===== config.mk =====
export PLATFORM = sky130hd
export DESIGN_NAME = if_id_queue
export DESIGN_NICKNAME = d
export VERILOG_FILES = /design/src/rtl/if_id_queue_pkg.sv /design/src/rtl/instr_fields.sv /design/src/rtl/if_id_queue.sv
export SDC_FILE = /design/constraint.sdc
export NUM_CORES = 1
export LEC_CHECK = 0
export BUFFER_PORTS_ARGS = -buffer_cell sky130_fd_sc_hd__buf_2
export CORE_ASPECT_RATIO = 1.5
export CORE_MARGIN = 2
export CORE_UTILIZATION = 56
export CTS_CLUSTER_SIZE = 24
export DETAILED_ROUTE_END_ITERATION = 16
export GPL_ROUTABILITY_DRIVEN = 0
export GPL_TIMING_DRIVEN = 0
export PLACE_DENSITY = 0.83
export SYNTH_ARGS = -nofsm -noshare
export SYNTH_HDL_FRONTEND = slang
export SYNTH_SLANG_ARGS = --single-unit

===== constraint.sdc =====
create_clock -name CLK -period 3.3 [get_ports CLK]
set_input_delay 0.165 -clock CLK [delete_from_list [all_inputs] [get_ports CLK]]
set_output_delay 0.165 -clock CLK [all_outputs]
set_load 0.05 [all_outputs]

===== src/rtl/if_id_queue_pkg.sv =====
// Shared constants for the IF/ID instruction queue: datapath width,
// MIPS instruction field positions and the queue entry layout.
package if_id_queue_pkg;

    localparam int unsigned XLEN = 32;

    localparam int unsigned OPCODE_HI = 31;
    localparam int unsigned OPCODE_LO = 26;
    localparam int unsigned RS_HI     = 25;
    localparam int unsigned RS_LO     = 21;
    localparam int unsigned RT_HI     = 20;
    localparam int unsigned RT_LO     = 16;
    localparam int unsigned RD_HI     = 15;
    localparam int unsigned RD_LO     = 11;
    localparam int unsigned SHAMT_HI  = 10;
    localparam int unsigned SHAMT_LO  = 6;
    localparam int unsigned FUNCT_HI  = 5;
    localparam int unsigned FUNCT_LO  = 0;
    localparam int unsigned IMM_HI    = 15;
    localparam int unsigned IMM_LO    = 0;
    localparam int unsigned JIDX_HI   = 25;
    localparam int unsigned JIDX_LO   = 0;

    typedef struct packed {
        logic [XLEN-1:0] pc;
        logic [XLEN-1:0] instr;
    } entry_t;

endpackage


===== src/rtl/instr_fields.sv =====
// MIPS field extraction on the queue head; every field reads as zero
// whenever no head entry is valid.
module instr_fields
    import if_id_queue_pkg::*;
(
    input  logic            valid,
    input  logic [XLEN-1:0] pc,
    input  logic [XLEN-1:0] instr,
    output logic [5:0]      opcode,
    output logic [4:0]      rs,
    output logic [4:0]      rt,
    output logic [4:0]      rd,
    output logic [4:0]      shamt,
    output logic [5:0]      funct,
    output logic [XLEN-1:0] imm_sext,
    output logic [XLEN-1:0] jtarget
);

    logic [XLEN-1:0] pc_plus4;

    always_comb begin
        opcode   = '0;
        rs       = '0;
        rt       = '0;
        rd       = '0;
        shamt    = '0;
        funct    = '0;
        imm_sext = '0;
        jtarget  = '0;
        pc_plus4 = pc + 32'd4;
        if (valid) begin
            opcode   = instr[OPCODE_HI:OPCODE_LO];
            rs       = instr[RS_HI:RS_LO];
            rt       = instr[RT_HI:RT_LO];
            rd       = instr[RD_HI:RD_LO];
            shamt    = instr[SHAMT_HI:SHAMT_LO];
            funct    = instr[FUNCT_HI:FUNCT_LO];
            imm_sext = {{16{instr[IMM_HI]}}, instr[IMM_HI:IMM_LO]};
            // Region bits come from pc+4; the masked form keeps the whole sum live.
            jtarget  = (pc_plus4 & 32'hF000_0000) | {4'b0000, instr[JIDX_HI:JIDX_LO], 2'b00};
        end
    end

endmodule


===== src/rtl/if_id_queue.sv =====
// IF/ID decoupling queue: circular buffer of {pc, instr} with flush,
// registered occupancy and combinational decode of the head entry.
module if_id_queue
    import if_id_queue_pkg::*;
#(
    parameter int unsigned DEPTH = 4
) (
    input  logic                     CLK,
    input  logic                     RST,
    input  logic                     in_valid,
    output logic                     in_ready,
    input  logic [XLEN-1:0]          in_pc,
    input  logic [XLEN-1:0]          in_instr,
    input  logic                     flush,
    output logic                     out_valid,
    input  logic                     out_ready,
    output logic [XLEN-1:0]          out_pc,
    output logic [XLEN-1:0]          out_instr,
    output logic [5:0]               opcode,
    output logic [4:0]               rs,
    output logic [4:0]               rt,
    output logic [4:0]               rd,
    output logic [4:0]               shamt,
    output logic [5:0]               funct,
    output logic [XLEN-1:0]          imm_sext,
    output logic [XLEN-1:0]          jtarget,
    output logic [$clog2(DEPTH):0]   count
);

    localparam int unsigned PW = $clog2(DEPTH);
    localparam int unsigned CW = PW + 1;

    entry_t          mem_q [DEPTH];
    entry_t          mem_d [DEPTH];
    logic [PW-1:0]   rd_ptr_q, rd_ptr_d;
    logic [PW-1:0]   wr_ptr_q, wr_ptr_d;
    logic [CW-1:0]   count_q, count_d;
    logic            push, pop;
    entry_t          head;

    assign in_ready  = (count_q < CW'(DEPTH));
    assign out_valid = (count_q != '0);
    assign push      = in_valid && in_ready && !flush;
    assign pop       = out_valid && out_ready && !flush;
    assign count     = count_q;

    always_comb begin
        mem_d    = mem_q;
        rd_ptr_d = rd_ptr_q;
        wr_ptr_d = wr_ptr_q;
        count_d  = count_q;
        if (flush) begin
            rd_ptr_d = '0;
            wr_ptr_d = '0;
            count_d  = '0;
        end else begin
            if (push) begin
                mem_d[wr_ptr_q].pc    = in_pc;
                mem_d[wr_ptr_q].instr = in_instr;
                wr_ptr_d = wr_ptr_q + PW'(1);
            end
            if (pop) begin
                rd_ptr_d = rd_ptr_q + PW'(1);
            end
            if (push && !pop) begin
                count_d = count_q + CW'(1);
            end else if (pop && !push) begin
                count_d = count_q - CW'(1);
            end
        end
    end

    always_ff @(posedge CLK) begin
        if (RST) begin
            rd_ptr_q <= '0;
            wr_ptr_q <= '0;
            count_q  <= '0;
        end else begin
            rd_ptr_q <= rd_ptr_d;
            wr_ptr_q <= wr_ptr_d;
            count_q  <= count_d;
        end
        mem_q <= mem_d;
    end

    always_comb begin
        head      = mem_q[rd_ptr_q];
        out_pc    = out_valid ? head.pc    : '0;
        out_instr = out_valid ? head.instr : '0;
    end

    instr_fields u_fields (
        .valid    (out_valid),
        .pc       (out_pc),
        .instr    (out_instr),
        .opcode   (opcode),
        .rs       (rs),
        .rt       (rt),
        .rd       (rd),
        .shamt    (shamt),
        .funct    (funct),
        .imm_sext (imm_sext),
        .jtarget  (jtarget)
    );

endmodule


==> metrics.md, run 1 <==
| Metric | Value |
|---|---|
| Buf/Inv on CP | 5 |
| Setup WS pre-CTS | 0.152 ns |
| Root Driver | clkbuf_16 |
| Vias per cell | 5.33 |
| Mapped Area | 12000 um^2 |
| Max Cap Viol | 0 |
| Area of all placed cells without fillers | 15100 um^2 |
| R2R setup slack | 0.38 ns |
| Number of I/O port buffers | 231 |
| Post-CTS Setup Inserts | 0 |
| CP startpoint kind | flop |
| Post-route minimum period | 3.15 ns |
| Max Root-Sink Buffers | 3 |
| Outcome | complete, no violations |
| Die area | 22600 um^2 |
| Area contributors post-synth | edfxtp_1 (64%), and2_1 (10%), mux4_2 (8.6%) |
| Unrepaired setup endpoints after global routing | false |
| Slowest-stage cell, CP | nor3_1 |
| Yosys warnings | 0 |
| DP Area | 13600 um^2 |
| Clk sink count | 263 |
| Final slew viol count | 0 |
| Hold Path Origin | flush |
| Tightest Hold Check Type | in -> reg |
| Relative slew slack | 15.9% |
| Worst-path fanout max | 20 |
| Post-synth EDFFs | 256 |
| Die Ht | 183 um |
| Clock Pin Slew Worst Setup and Hold Paths | 0.07 ns |
| Residual DRC | 0 |
| Final nets | 1134 |
| Count leader, synth | edfxtp_1 |
| Routed length per instance | 19.8 um |
| First-pass GRT wire length | 40200 um |
| Overall Global Routing Usage | 23.9% |
| Hold Fails Final Rpt | 0 |
| Largest stage delay on the critical path | 0.69 ns |
| DRT Pass-1 Iters | 5 |
| Vias in the first global route | 7420 |
| Hpwl dp | 17600 um |
| H-tree depth | 1 |
| Die W | 123 um |
| Setup TNS | 0 ns |
| Hold path cells | 4 |
| Fill cells | 1343 |
| # diodes | 0 |
| Via count | 7169 |
| # setup viols final | 0 |
| Reg2Reg Depth | 7 |
| Area grow syn2layout | 25.9% |
| Leak Pwr | 6.07 nW |
| FF+latch count, synth | 263 |
| Pwr Total | 7.91 mW |
| WHS | 0.0433 ns |
| TritonCTS clock tree | built |
| Final WS setup | 0.146 ns |
| Largest net degree at the start of global routing | 56 |
| Crit-path leading delay family | simple AND/OR/NAND/NOR gates |
| Core Util, Final | 71.6% |
| PD cells | 524 nW/um^2 |
| Sequential cell area fraction in the yosys report | 65.3% |
| Total CTS buffers | 24 |
| Asr flop ratio synth | 0% |
| Syn_area_per_cell | 16.3 um^2 |
| VDD IR max | 0.494 mV |
| Antenna-violating nets left | 0 |
| Fin crit share | 95.6% |
| DR iter-0 viols | 409 |
| Core box area | 21100 um^2 |
| Share of the synthesized area in the top cell type | 64.1% |
| Hold Crit Endpoint | rd_ptr_q[0] |
| I/O Pins | 234 |
| FF-to-FF End | count[2] |
| Initial Util | 56.9% |
| Worst R2R Start | count[2] |
| Post-synth top area cell | edfxtp_1 |
| Final instance count without filler cells | 1345 |
| CP Capture Type | output pin |
| Row cnt | 65 |
| Clk_lat worst skew | 0.51 ns |
| Worst Max-Slew Pin Slew | 1.26 ns |
| Maximum clock frequency | 317 MHz |
| Dpl cells | 1238 |
| Critical path data arrival time | 2.99 ns |
| Total gr overflow | 0 |
| Post-synth cell types | 35 |
| Worst setup path class | reg -> out |
| Final wirelength | 26700 um |
| Cells along the critical path | nor3_1, inv_1, buf_6, clkbuf_1, and2_2, buf_4, buf_2 |
| Worst Skew | 0.0102 ns |
| Layout cells sized above 1 | 40.6% |
| Worst path required time | 3.13 ns |
| Top_reg_cell synth | edfxtp_1 |
| Synth top cells by count | edfxtp_1 (256), and2_1 (194), buf_4 (92) |
| Initial antenna violation count | 0 |
| Post-Syn Instances | 734 |
-- cell families (layout without fill, tap and decap cells) --
logic type	Yosys count	count (layout)	share of synthesized area, %
and+or+nand+nor	240	240	12.1
xor gates and xnor gates	5	5	0.365
adders and majority gates	6	6	0.689
other	1	2	0.0313
DFF	263	263	65.3
AOI/OAI and AO/OA	15	15	0.741
buffers and inverters	135	477	7.71
muxes	69	69	13.0
-- placed cells by master (no fill, tap or decap), types with 6 or more instances in the layout --
| master | netlist | layout |
|---|---|---|
| buf_4 | 92 | 94 |
| nor2_1 | 11 | 11 |
| buf_6 | 5 | 6 |
| clkbuf_16 | 0 | 25 |
| inv_1 | 6 | 6 |
| nand2_1 | 11 | 11 |
| o21ai_0 | 8 | 8 |
| mux4_2 | 46 | 46 |
| and2_1 | 194 | 189 |
| nand3_1 | 9 | 9 |
| mux4_1 | 18 | 18 |
| dlygate4sd3_1 | 0 | 64 |
| edfxtp_1 | 256 | 256 |
| buf_2 | 7 | 233 |
| clkbuf_1 | 23 | 25 |
| dfxtp_1 | 7 | 7 |
-- routing by layer --
layer,share of wire [%],track usage [%]
met2,57,45.9
met1,36,27.7
met3,5.4,2.61
met4,1.9,6.59
met5,0,0
-- where the power goes --
group	switching [mW]	total (mW)	leakage, nW	internal (mW)
registers	0.0166	3.73	2.48	3.71
clock network	1.16	2.91	0.405	1.75
logic	0.865	1.27	3.18	0.405
-- area by class of cell --
cell class                      count  area, um^2  share of cell area, %
Clock inverter                     11         163                   1.08
Clock buffer                       33         676                   4.48
Tap cell                          268         335                   2.22
Multi-Input combinational cell    337        3260                   21.6
Sequential cell                   263        7830                   51.9
Inverter                            6        22.5                  0.149
Timing Repair Buffer              299        1880                   12.5
Buffer                            128         921                   6.10
-- worst min-delay path, delay by kind of cell --
| family | cells | cell delay [ns] |
|---|---|---|
| and+or+nand+nor | 2 | 0.12 |
| xor gates and xnor gates | 1 | 0.14 |
| buffers and inverters | 1 | 0.10 |
-- sequential cells by signal (all words and copies together) (netlist names) --
name / count
mem_q: 256
count: 3
rd_ptr_q: 2
wr_ptr_q: 2
-- how the worst max path moves through the flow --
stage,from,endpoint,slack (ns),cells after the start
after floorplan,count[2],mem_q[0],0.17,2
after global placement,count[2],mem_q[63],-1.19,2
after detailed placement,rd_ptr_q[1],imm_sext[30],0.15,8
after CTS,rd_ptr_q[0],out_instr[18],-0.07,8
after global routing,count[2],imm_sext[21],0.02,7
final,count[2],rd[4],0.15,7
-- what timing repair did --
action | CTS | global route
endpoints found under the setup margin | 72 | 79
gates resized for setup | 6 | 9
hold buffers | 64 | 0
hold endpoints to repair | 256 | 0
No activity file was read; power rests on OpenSTA's default activity.
==> run 2: changes to the inputs <==
--- a/config.mk
+++ b/config.mk
@@ -13,6 +13,7 @@
 export DETAILED_ROUTE_END_ITERATION = 16
 export GPL_ROUTABILITY_DRIVEN = 0
 export GPL_TIMING_DRIVEN = 0
+export MAX_ROUTING_LAYER = met4
 export PLACE_DENSITY = 0.83
 export SYNTH_ARGS = -nofsm -noshare
 export SYNTH_HDL_FRONTEND = slang
==> metrics.md, run 2 (synthesis gave the netlist of run 1 again) <==
| Metric | Value |
|---|---|
| GR peak layer | met2 |
| Sequential cell area | 7830 um^2 |
| Vias per cell | 5.33 |
| Largest net degree at the start of global routing | 56 |
| Layout cells sized above 1 | 40.6% |
| DR iter-0 viols | 437 |
| Worst Max-Slew Pin Slew | 1.28 ns |
| Relative slew slack | 14.4% |
| Maximum clock frequency | 318 MHz |
| Commonest non-fill, non-tap cell in the layout | edfxtp_1 |
| CP startpoint kind | flop |
| Most used cell, CP | buf_2 |
| Fin crit share | 95.3% |
| Total gr overflow | 0 |
| Worst setup path class | reg -> out |
| Antenna-violating nets left | 0 |
| Final slew viol count | 0 |
| Residual DRC | 0 |
| Initial antenna violation count | 0 |
| Largest register by flop count | mem_q |
| Overall Global Routing Usage | 24.7% |
| Die Ht | 183 um |
| I/O Pins | 234 |
| GRT met2 Usage | 46.0% |
| Slowest-stage cell, CP | clkbuf_2 |
| Critical path data arrival time | 2.98 ns |
| Tightest Hold Check Type | in -> reg |
| Largest stage delay on the critical path | 0.40 ns |
| Hpwl dp | 17600 um |
| Row cnt | 65 |
| Cells along the critical path | buf_6, buf_2, clkbuf_8, clkbuf_2, mux4_2, and2_1, buf_4, buf_2 |
| Clock Pin Slew Worst Setup and Hold Paths | 0.07 ns |
| Post-CTS Setup Inserts | 0 |
| Multi-input logic area | 3260 um^2 |
| WHS | 0.0499 ns |
| Root Driver | clkbuf_16 |
| TritonCTS clock tree | built |
| Worst-path fanout max | 19 |
| Via count | 7168 |
| CP Capture Type | output pin |
| Initial Util | 56.9% |
| Post-route minimum period | 3.14 ns |
| Met1 Use GR | 27.9% |
| Area grow syn2layout | 25.9% |
| Worst Skew | 0.0120 ns |
| Core box area | 21100 um^2 |
| Core Util, Final | 71.6% |
| Die W | 123 um |
| Leak Pwr | 6.07 nW |
| Total CTS buffers | 24 |
| Routed length per instance | 19.8 um |
| Outcome | complete, no violations |
| First-pass GRT wire length | 40300 um |
| H-tree depth | 1 |
| Hold Fails Final Rpt | 0 |
| Fill cells | 1343 |
| # setup viols final | 0 |
| Worst path required time | 3.13 ns |
| Unrepaired setup endpoints after global routing | false |
| VDD IR max | 0.493 mV |
| Vias in the first global route | 7419 |
| Die area | 22600 um^2 |
| Final nets | 1134 |
| Max FFs per register | 256 |
| Clk_lat worst skew | 0.51 ns |
| Max Root-Sink Buffers | 3 |
| # diodes | 0 |
| Most frequent cells in the layout | edfxtp_1 (256), buf_2 (233), and2_1 (189) |
| Number of I/O port buffers | 231 |
| Final wirelength | 26700 um |
| Clk sink count | 263 |
| PD cells | 524 nW/um^2 |
| Met3 Use GR | 2.33% |
| Max Cap Viol | 0 |
| DRT Pass-1 Iters | 5 |
run 2: stage by stage:
stage | total power, mW | setup TNS (ns) | area, um^2 | setup slack [ns] | std cells
4_1_cts | 7.94 | -0.944 | 15100 | -0.0708 | 1345
3_5_place_dp | 5.01 | 0 | 13600 | 0.152 | 1238
6_report | 7.90 | 0 | 15100 | 0.155 | 1345
5_1_grt | 8.14 | 0 | 15100 | 0.0248 | 1345
2_1_floorplan | 4.70 | 0 | 12000 | 0.167 | 735
3_3_place_gp | 4.98 | -296.20 | 13500 | -1.19 | 1234
run 2: layer usage:
metal	up-vias	wire length, um
met5	-	0
met1	3579	9450
li1	3277	-
met3	40	1480
met2	272	15200
met4	0	514
run 2: layout make-up:
type | count | share of cell area, %
multi-input combinational | 337 | 21.6
sequential | 263 | 51.9
clock inverter | 11 | 1.08
inverter | 6 | 0.149
buffer | 128 | 6.10
timing repair buffer | 299 | 12.5
tap | 268 | 2.22
clock buffer | 33 | 4.48
run 2: what timing repair did:
action	4_1_cts	5_1_grt
hold buffers	64	0
gates resized for setup	6	9
hold endpoints to repair	256	0
endpoints found under the setup margin	72	79
pin swaps	0	0
run 2: report_power, final:
group	total [mW]	leakage [nW]	internal [mW]	switching (mW)
logic	1.27	3.18	0.405	0.865
registers	3.73	2.48	3.71	0.0165
clock network	2.91	0.405	1.75	1.16
total	7.90	6.07	5.86	2.04
run 2: critical path, delay by kind of cell, from the launching register on:
| kind | cells | cell delay [ns] |
|---|---|---|
| flip-flops | 1 | 0.39 |
| AND/OR/NAND/NOR | 1 | 0.23 |
| multiplexers | 1 | 0.36 |
| buffers and inverters | 6 | 1.49 |
run 2: final timing paths:
check,startpoint,end,slack (ns),cells after the start
min,flush,rd_ptr_q[0],0.05,4
max,rd_ptr_q[1],shamt[3],0.16,8
max reg2reg,count[2],count[2],0.37,7
min reg2reg,wr_ptr_q[0],wr_ptr_q[0],0.59,2
